$ cat src/rtl/dds_pkg.sv
// dds_pkg: shared types and elaboration-time helpers for the DDS wave generator.
package dds_pkg;

    typedef enum logic [1:0] {MODE_SINE, MODE_TRI, MODE_SAW, MODE_SQR} mode_t;

    localparam int     FRAC = 30;
    localparam longint PI_Q = 64'd3373259426;

    function automatic int mid_val(input int dw);
        return 1 << (dw - 1);
    endfunction

    function automatic int amp_val(input int dw);
        return (1 << (dw - 1)) - 1;
    endfunction

    // round(AMP*sin(pi*(2j+1)/2^aw)) via a Q30 Taylor series, so no real math is needed
    function automatic int quarter_entry(input int j, input int aw, input int dw);
        longint x, x2, term, sum;
        x    = (PI_Q * longint'(2 * j + 1)) >>> aw;
        x2   = (x * x) >>> FRAC;
        term = x;
        sum  = x;
        for (int k = 1; k <= 8; k++) begin
            term = -((term * x2) >>> FRAC) / longint'((2 * k) * (2 * k + 1));
            sum  = sum + term;
        end
        return int'((longint'(amp_val(dw)) * sum + (longint'(1) <<< (FRAC - 1))) >>> FRAC);
    endfunction

endpackage

$ cat src/rtl/quarter_sine_rom.sv
// quarter_sine_rom: dual-port synchronous-read quarter-wave sine table.
module quarter_sine_rom
    import dds_pkg::*;
#(
    parameter int ADDR_W = 8,
    parameter int DATA_W = 8
) (
    input  logic              clock,
    input  logic              reset_n,
    input  logic [ADDR_W-3:0] i_addr_a,
    input  logic [ADDR_W-3:0] i_addr_b,
    output logic [DATA_W-2:0] o_data_a,
    output logic [DATA_W-2:0] o_data_b
);
    localparam int N = 1 << (ADDR_W - 2);

    logic [DATA_W-2:0] w_rom [N];
    logic [DATA_W-2:0] r_data_a, r_data_b;

    for (genvar g = 0; g < N; g++) begin : g_rom
        localparam int E = quarter_entry(g, ADDR_W, DATA_W);
        assign w_rom[g] = E[DATA_W-2:0];
    end

    always_ff @(posedge clock or negedge reset_n) begin
        if (!reset_n) begin
            r_data_a <= '0;
            r_data_b <= '0;
        end else begin
            r_data_a <= w_rom[i_addr_a];
            r_data_b <= w_rom[i_addr_b];
        end
    end

    assign o_data_a = r_data_a;
    assign o_data_b = r_data_b;
endmodule

$ cat src/rtl/dds_wave_generator.sv
// dds_wave_generator: phase-accumulator NCO with sine/triangle/saw/square outputs,
// in-phase and quadrature, three pipeline stages after the accumulator.
module dds_wave_generator
    import dds_pkg::*;
#(
    parameter int PHASE_W     = 24,
    parameter int ADDR_W      = 8,
    parameter int DATA_W      = 8,
    parameter int SYNC_UPDATE = 1
) (
    input  logic               clock,
    input  logic               reset_n,
    input  logic               en,
    input  logic [PHASE_W-1:0] ftw_in,
    input  logic               ftw_valid,
    output logic               ftw_ready,
    input  logic [ADDR_W-1:0]  phase_off,
    input  logic               phase_clr,
    input  logic [1:0]         mode,
    output logic [DATA_W-1:0]  q,
    output logic [DATA_W-1:0]  q_quad,
    output logic               out_valid
);
    localparam logic [DATA_W-1:0] MID = DATA_W'(mid_val(DATA_W));
    localparam logic [ADDR_W-1:0] QTR = ADDR_W'(1 << (ADDR_W - 2));

    logic [PHASE_W-1:0] r_acc, r_ftw_active, w_sum;
    logic               w_carry, w_wrap;
    logic [ADDR_W-1:0]  w_a, r_a1, r_aq1, r_a2, r_aq2;
    logic [ADDR_W-3:0]  w_idx_a, w_idx_b;
    logic [DATA_W-2:0]  w_ent_a, w_ent_b;
    logic [DATA_W-1:0]  r_q, r_qq;
    mode_t              r_mode1, r_mode2;
    logic               r_en1, r_en2, r_valid;

    assign {w_carry, w_sum} = {1'b0, r_acc} + {1'b0, r_ftw_active};
    assign w_wrap           = phase_clr || (en && w_carry);

    always_ff @(posedge clock or negedge reset_n) begin
        if (!reset_n)
            r_acc <= '0;
        else if (phase_clr)
            r_acc <= '0;
        else if (en)
            r_acc <= w_sum;
    end

    if (SYNC_UPDATE != 0) begin : g_sync
        logic [PHASE_W-1:0] r_pending;
        logic               r_pend_full;
        // the wrap add still uses the old word; the pending one takes over afterwards
        always_ff @(posedge clock or negedge reset_n) begin
            if (!reset_n) begin
                r_ftw_active <= '0;
                r_pending    <= '0;
                r_pend_full  <= 1'b0;
            end else if (w_wrap && r_pend_full) begin
                r_ftw_active <= r_pending;
                r_pend_full  <= 1'b0;
            end else if (ftw_valid && !r_pend_full) begin
                r_pending    <= ftw_in;
                r_pend_full  <= 1'b1;
            end
        end
        assign ftw_ready = !r_pend_full;
    end else begin : g_direct
        always_ff @(posedge clock or negedge reset_n) begin
            if (!reset_n)
                r_ftw_active <= '0;
            else if (ftw_valid)
                r_ftw_active <= ftw_in;
        end
        assign ftw_ready = 1'b1;
    end

    assign w_a = r_acc[PHASE_W-1 -: ADDR_W] + phase_off;

    always_ff @(posedge clock or negedge reset_n) begin
        if (!reset_n) begin
            r_a1    <= '0;
            r_aq1   <= '0;
            r_mode1 <= MODE_SINE;
            r_en1   <= 1'b0;
        end else begin
            r_a1    <= w_a;
            r_aq1   <= w_a + QTR;
            r_mode1 <= mode_t'(mode);
            r_en1   <= en;
        end
    end

    // odd quadrants read the table backwards; the sign comes from the address MSB
    assign w_idx_a = r_a1[ADDR_W-2]  ? ~r_a1[ADDR_W-3:0]  : r_a1[ADDR_W-3:0];
    assign w_idx_b = r_aq1[ADDR_W-2] ? ~r_aq1[ADDR_W-3:0] : r_aq1[ADDR_W-3:0];

    quarter_sine_rom #(.ADDR_W(ADDR_W), .DATA_W(DATA_W)) u_rom (
        .clock    (clock),
        .reset_n  (reset_n),
        .i_addr_a (w_idx_a),
        .i_addr_b (w_idx_b),
        .o_data_a (w_ent_a),
        .o_data_b (w_ent_b)
    );

    always_ff @(posedge clock or negedge reset_n) begin
        if (!reset_n) begin
            r_a2    <= '0;
            r_aq2   <= '0;
            r_mode2 <= MODE_SINE;
            r_en2   <= 1'b0;
        end else begin
            r_a2    <= r_a1;
            r_aq2   <= r_aq1;
            r_mode2 <= r_mode1;
            r_en2   <= r_en1;
        end
    end

    function automatic logic [DATA_W-1:0] shape(input logic [ADDR_W-1:0] a,
                                                 input logic [DATA_W-2:0] ent,
                                                 input mode_t m);
        logic [ADDR_W-2:0]        t;
        logic [ADDR_W+DATA_W-2:0] tw;
        logic [ADDR_W+DATA_W-1:0] sw;
        t  = a[ADDR_W-1] ? ~a[ADDR_W-2:0] : a[ADDR_W-2:0];
        tw = {t, {DATA_W{1'b0}}};
        sw = {a, {DATA_W{1'b0}}};
        return m == MODE_SINE ? (a[ADDR_W-1] ? MID - {1'b0, ent} : MID + {1'b0, ent}) :
               m == MODE_TRI  ? tw[ADDR_W+DATA_W-2 -: DATA_W] :
               m == MODE_SAW  ? sw[ADDR_W+DATA_W-1 -: DATA_W] :
               (a[ADDR_W-1] ? '0 : '1);
    endfunction

    always_ff @(posedge clock or negedge reset_n) begin
        if (!reset_n) begin
            r_q     <= MID;
            r_qq    <= MID;
            r_valid <= 1'b0;
        end else begin
            r_q     <= shape(r_a2, w_ent_a, r_mode2);
            r_qq    <= shape(r_aq2, w_ent_b, r_mode2);
            r_valid <= r_en2;
        end
    end

    assign q         = r_q;
    assign q_quad    = r_qq;
    assign out_valid = r_valid;
endmodule

$ cat config.mk
export PLATFORM = sky130hd
export DESIGN_NAME = dds_wave_generator
export DESIGN_NICKNAME = d
export VERILOG_FILES = /design/src/rtl/dds_pkg.sv /design/src/rtl/quarter_sine_rom.sv /design/src/rtl/dds_wave_generator.sv
export SDC_FILE = /design/constraint.sdc
export NUM_CORES = 1
export LEC_CHECK = 0
export ABC_AREA = 1
export BUFFER_PORTS_ARGS = -buffer_cell sky130_fd_sc_hd__buf_2
export CAP_MARGIN = 20
export CORE_UTILIZATION = 48
export DETAILED_ROUTE_END_ITERATION = 12
export PLACE_DENSITY_LB_ADDON = 0.3
export SETUP_SLACK_MARGIN = 0.2
export SYNTH_ARGS = -nofsm -noshare
export SYNTH_HDL_FRONTEND = slang
export SYNTH_SLANG_ARGS = --single-unit
export TNS_END_PERCENT = 20
$ cat constraint.sdc
create_clock -name clock -period 5.41 [get_ports clock]
set_clock_uncertainty 0.15 [all_clocks]
set_input_delay 0.541 -clock clock [delete_from_list [all_inputs] [get_ports clock]]
set_output_delay 0.541 -clock clock [all_outputs]
set_load 0.1 [all_outputs]
Word-level counts from Yosys, hierarchy flattened:

Memories as Yosys holds them, arrays and structs flattened. A register that Yosys moved wholly into a read port is not among the register bits.
Cells that the tools add are included.
W data, S select, Z words.

* input port bits: 39
* word-level logic and storage cells: 62
* flip-flop bits (word level): 128
* memory bits (read-only): 896
* output and inout bits: 18
* memories: 2

* reductions and logical operators: 11
* equality and inequality tests: 2
* mux-type cells: 18
* bitwise gates (word level): 7
* add/sub/neg operators: 7

Memories
* (no name shown): words 64, bits a word 7, read ports 1, clocked after Yosys merged registers in 1, wr ports 0, line quarter_sine_rom.sv:31 `r_data_b <= w_rom[i_addr_b];`
* (no name shown): words 64, bits a word 7, read ports 1, clocked after Yosys merged registers in 1, wr ports 0, line quarter_sine_rom.sv:30 `r_data_a <= w_rom[i_addr_a];`

Operator list (number)
* $mux W8: 10
* $mux W24: 2
* $add A24 B24 Y25: 1
* $add A8 B7 Y8 const A: 2
* $sub A8 B7 Y8 const A: 2
* $mux W7: 2
* $not A6 Y7: 2
* $not A7 Y7: 2
* $mux W6: 2
* $not A6 Y6: 2
* $add A8 B7 Y8 const B: 1
* $add A8 B8 Y8: 1
* $reduce_bool A2 Y1: 2
* $logic_and A1 B1 Y1: 3
* $logic_not A1 Y1: 3
* $eq A2 B1 Y1 const B: 1
* $eq A2 B2 Y1 const B: 1
* $logic_not A2 Y1: 1
* $mux W1: 2
* $reduce_and A2 Y1: 1
* $logic_or A1 B1 Y1: 1
* $not A1 Y1: 1

Logic depth before layout (Yosys ltp):

* depth after elaboration: 6
* gate-level depth with buffers: 14
* gate-level depth less buffers: 13

Hierarchy:

Synthesis repeated with hierarchy kept, for this count alone.

* cell total of the unflattened synthesis: 1110
* area, all modules: 8311.7 µm²

By module, submodules not included
* dds_wave_generator: area an instance 6751.5 µm², times used 1, cells an instance 859, sequential area each 2905.3 µm²
* quarter_sine_rom: area an instance 1560.2 µm², times used 1, cells an instance 251, sequential area each 350.3 µm²

Least setup slack after synthesis:

No wires, ideal clock.

* kind: reg2reg
* from: reg r_aq1[6]
* to: reg u_rom.r_data_b[1], in the netlist u_rom.o_data_b[1]
* library setup time: 0.127 ns
* buffers on the path: 1
* required time: 5.133 ns
* clock period less this slack: 2.289 ns
* cell stages (with the launch flop): 12
* slack: 3.121 ns
* arrival time: 2.011 ns
* path through: dfrtp_1 -> buf_4 -> xnor2_1 -> inv_1 -> ha_1 -> inv_1 -> nand2_1 -> and2_1 -> o21ai_0 -> nand2_1 -> nand2_1 -> o21ai_0

* cells in the longest elaborated chain, start to end: 2

RTL lines
* start: declaration: line dds_wave_generator.sv:29 `logic [ADDR_W-1:0] w_a, r_a1, r_aq1, r_a2, r_aq2;`
* start signal: assignment: line dds_wave_generator.sv:86 `r_aq1 <= w_a + QTR;`
* $mux W6: line dds_wave_generator.sv:94 `assign w_idx_b = r_aq1[ADDR_W-2] ? ~r_aq1[ADDR_W-3:0] : r_aq1[ADDR_W-3:0];`
* $not A6 Y7 (not written as such): line quarter_sine_rom.sv:31
* end: declaration: line quarter_sine_rom.sv:18 `logic [DATA_W-2:0] r_data_a, r_data_b;`

Every way passes these cells.
A chain may end at the register's enable or synchronous reset.

Worst setup path after layout:

Ends and elaborated chain as after synthesis.

==> out/results.md <==
| Item | Value |
|---|---|
| Ratio of cells with drive above 1 in the final layout | 0.1227 |
| Antenna diodes | 0 |
| CP max stage cell | sky130_fd_sc_hd__xnor2_1 |
| Startpoint kind of the worst setup timing path | register |
| Synthesized net count | 1155 |
| Chip Width | 132.1 µm |
| Overall track demand over capacity in global routing | 0.2183 |
| Post-cts repair resize count | 0 |
| Violated checks | negative hold slack |
| Final worst path period share | 0.4940 |
| Violation count after the first detailed-routing iteration | 422 |
| Critical Path Source | r_aq1[6] |
| Area Overhead vs Synth | 12.65% |
| Most used cell along the critical path | sky130_fd_sc_hd__nand2_1 |
| Inserted Clock Buffers | 17 |
| Worst min-delay path category | in2async |
| Yosys warns | 0 |
| Level count of the clock H-tree | 4 |
| Number of unique standard cell types used by synthesis | 41 |
| Avg Inst Size Synth | 7.603 µm² |
| First-pass iteration count of the detailed router | 6 |
| Number of pins with negative max-slew slack in the final report | 0 |
| Die Footprint | 0.01744 mm² |
| Seq/Total Area, Yosys | 0.4009 |
| Critical Path, Cell by Cell | xnor2_1, inv_1, ha_1, inv_1, nand2_1, and2_1, o21ai_0, nand2_1, nand2_1, o21ai_0 |
| Die height | 132.1 µm |
| Worst slew margin | 0.3006 |
| FF+latch area | 0.003256 mm² |
| Largest incremental delay on the critical path | 0.62 ns |
| Combined area of the multi-input logic cells | 0.004223 mm² |
| Total negative setup slack | 0 ns |
| Outcome | finished, violations left |
| Number of enable-type register cells in the synthesized netlist | 0 |
| Gr ovfl total | 0 |
| Count of antenna-violating nets left after detailed routing | 0 |
| Critical path type | reg2reg |
| Total via count after detailed routing | 6917 |
| TritonCTS clock tree | built |
| Clock latency reported for the late side of the worst-skew pair | 0.42 ns |
| Setup violations, final | 0 |
| Number of setup buffers added after CTS | 0 |
| CP Capture Type | register |
| Starting density of the core | 0.4914 |
| Capture point of the worst reg-to-reg path | u_rom.o_data_b[1] |
| Layout Nets | 1207 |
| Routed len/inst | 12.97 µm |
| # fillers | 1544 |
| Post-cts hold buffer count | 0 |
| Setup repair after global routing missed its margin | false |
| CP Data Required Time | 5.56 ns |
| Post-detail-place hpwl | 12.92 mm |
| Combined buffer and inverter count along the critical path | 2 |
| Clock sinks | 130 |
| Minimum clock period | 2.673 ns |
| Synthesized cell area | 0.008120 mm² |
| Root buffer selected by CTS | sky130_fd_sc_hd__clkbuf_16 |
| Vias in the first global route | 6645 |
| Number of primary I/O pins | 57 |
| Minimum setup slack in the final design | 2.737 ns |
| Core region area | 0.01652 mm² |
| Share of flip-flops with an asynchronous set or reset after synthesis | 1.000 |
| Endpoint arrival time on the critical path | 2.83 ns |
| Cell depth of the worst flop-to-flop path | 10 |
| Final weighted congestion of routability-driven global placement | 0.9255 |
| Maximum number of pins on one net before global-route repair | 80 |
| Number of violations of the max-capacitance limit | 0 |
| Clock transition at the register clock pins on the worst setup and hold paths after CTS | 0.06 ns |
| Final wirelength | 17.55 mm |
| Port Buf Inserts | 56 |
| Number of buffers on the longest clock path | 2 |
| Transition time of the tightest slew-check pin | 1.048 ns |
| Launch instance of the worst register-to-register path | r_aq1[6] |
| Number of flip-flops and latches in the synthesized netlist | 130 |
| Final routed DRC violation total | 0 |
| Final hold violation count | 6 |
| Global-route wire length before repair | 30.77 mm |
| Family with the most delay on the worst path | XOR/XNOR gates |
| Number of antenna violations at the first check in global routing | 0 |
| Setup slack on the worst flop-to-flop path | 2.74 ns |
| Via density per instance | 5.112 |
| Post-synthesis cell count | 1068 |
| Most frequently used flop master after synthesis | sky130_fd_sc_hd__dfrtp_1 |
| Worst hold margin | -0.01705 ns |
| Pre-CTS setup slack | 2.728 ns |
| Crit path max fanout | 10 |
| Placement Rows | 47 |
| Highest achievable clock rate | 374.2 MHz |
-- cells in the mapped netlist, drive strengths merged, types with 3 or more instances --
cell type / n / area share
nand4: 7 / 0.0054
nand3: 64 / 0.039
a21oi: 41 / 0.025
nand2: 363 / 0.17
a21o: 3 / 0.0028
inv: 131 / 0.061
o211ai: 8 / 0.0074
nand3b: 4 / 0.0037
o21ai: 69 / 0.043
or2: 7 / 0.0054
dfrtp: 128 / 0.39
clkbuf: 10 / 0.0046
xor2: 18 / 0.020
nor3: 8 / 0.0049
o22ai: 3 / 0.0023
a31oi: 6 / 0.0046
nor2: 68 / 0.033
ha: 46 / 0.071
mux2: 24 / 0.033
o221ai: 6 / 0.0065
buf: 16 / 0.013
xnor2: 22 / 0.026
-- state kept, by name (all words and copies together), names as in the netlist --
register,flops
r_a1,2
r_aq1,8
u_rom.o_data_b,7
g_sync.r_pending,24
r_acc,24
r_en2,1
q,8
q_quad,8
r_aq2,8
r_ftw_active,24
g_sync.r_pend_full,1
r_mode1,2
u_rom.o_data_a,7
r_en1,1
r_mode2,2
r_a2,2
out_valid,1
-- layout make-up --
cell class              count  share of cell area
inverters                 133             0.05458
well taps                 220             0.03009
repair buffers             59             0.03461
clock inverters            13             0.01368
multi-input cells         779              0.4616
clock buffers              19             0.04951
flip-flops and latches    130              0.3559
-- layer usage --
| layer | vias up | wire, µm | share of wire | track usage |
|---|---|---|---|---|
| met4 | 0 | 412 | 0.023 | 0.09367 |
| met2 | 188 | 8663 | 0.49 | 0.3777 |
| met3 | 31 | 724 | 0.041 | 0.03614 |
| met5 | - | 0 | 0 | 0 |
| met1 | 3156 | 7744 | 0.44 | 0.2689 |
| li1 | 3542 | - | - | - |
-- kinds of logic after synthesis --
group / count (synthesis) / synth area share
and+or+nand+nor: 524 / 0.2650
buffers and inverters: 159 / 0.07935
DFF: 130 / 0.4009
AOI/OAI and AO/OA: 143 / 0.09923
xor gates and xnor gates: 40 / 0.04638
adders and majority gates: 48 / 0.07581
muxes: 24 / 0.03328
-- per-stage QoR --
stage / instance area, µm² / utilization / std cells
2_1_floorplan: 8120 / - / 1068
5_1_grt: 9148 / 0.5536 / 1353
3_3_place_gp: 8554 / 0.5177 / 1320
4_1_cts: 9133 / 0.5527 / 1352
6_report: 9148 / 0.5536 / 1353
3_5_place_dp: 8554 / 0.5177 / 1320
-- worst max path at each step --
stage	slack [ns]	endpoint	cells past startpoint
after CTS	2.77	u_rom.o_data_b[1]	10
after detailed placement	2.73	r_ftw_active[18]	7
after global placement	2.81	r_ftw_active[12]	7
after global routing	2.45	u_rom.o_data_b[1]	10
final	2.74	u_rom.o_data_b[1]	10
after floorplan	3.12	u_rom.o_data_b[1]	11
-- placed cells by master (no fill, tap or decap), types with 3 or more instances in the layout --
| cell | instances |
|---|---|
| sky130_fd_sc_hd__xnor2_1 | 21 |
| sky130_fd_sc_hd__xor2_1 | 17 |
| sky130_fd_sc_hd__nor2_1 | 63 |
| sky130_fd_sc_hd__buf_2 | 55 |
| sky130_fd_sc_hd__inv_1 | 130 |
| sky130_fd_sc_hd__nand2_1 | 356 |
| sky130_fd_sc_hd__inv_6 | 5 |
| sky130_fd_sc_hd__mux2_2 | 24 |
| sky130_fd_sc_hd__nand3_1 | 64 |
| sky130_fd_sc_hd__a21o_1 | 3 |
| sky130_fd_sc_hd__nand3b_1 | 4 |
| sky130_fd_sc_hd__o21ai_0 | 67 |
| sky130_fd_sc_hd__or2_2 | 7 |
| sky130_fd_sc_hd__o22ai_1 | 3 |
| sky130_fd_sc_hd__clkbuf_16 | 17 |
| sky130_fd_sc_hd__nand2_2 | 5 |
| sky130_fd_sc_hd__clkinvlp_4 | 5 |
| sky130_fd_sc_hd__ha_1 | 46 |
| sky130_fd_sc_hd__nor2_2 | 5 |
| sky130_fd_sc_hd__a21oi_1 | 41 |
| sky130_fd_sc_hd__o211ai_1 | 8 |
| sky130_fd_sc_hd__nand4_1 | 7 |
| sky130_fd_sc_hd__o221ai_1 | 6 |
| sky130_fd_sc_hd__nor3_1 | 8 |
| sky130_fd_sc_hd__dfrtp_1 | 128 |
| sky130_fd_sc_hd__a31oi_1 | 6 |
Power is not shown: default switching activity piles up to over one toggle a cycle in this logic, so the estimate is an artifact.
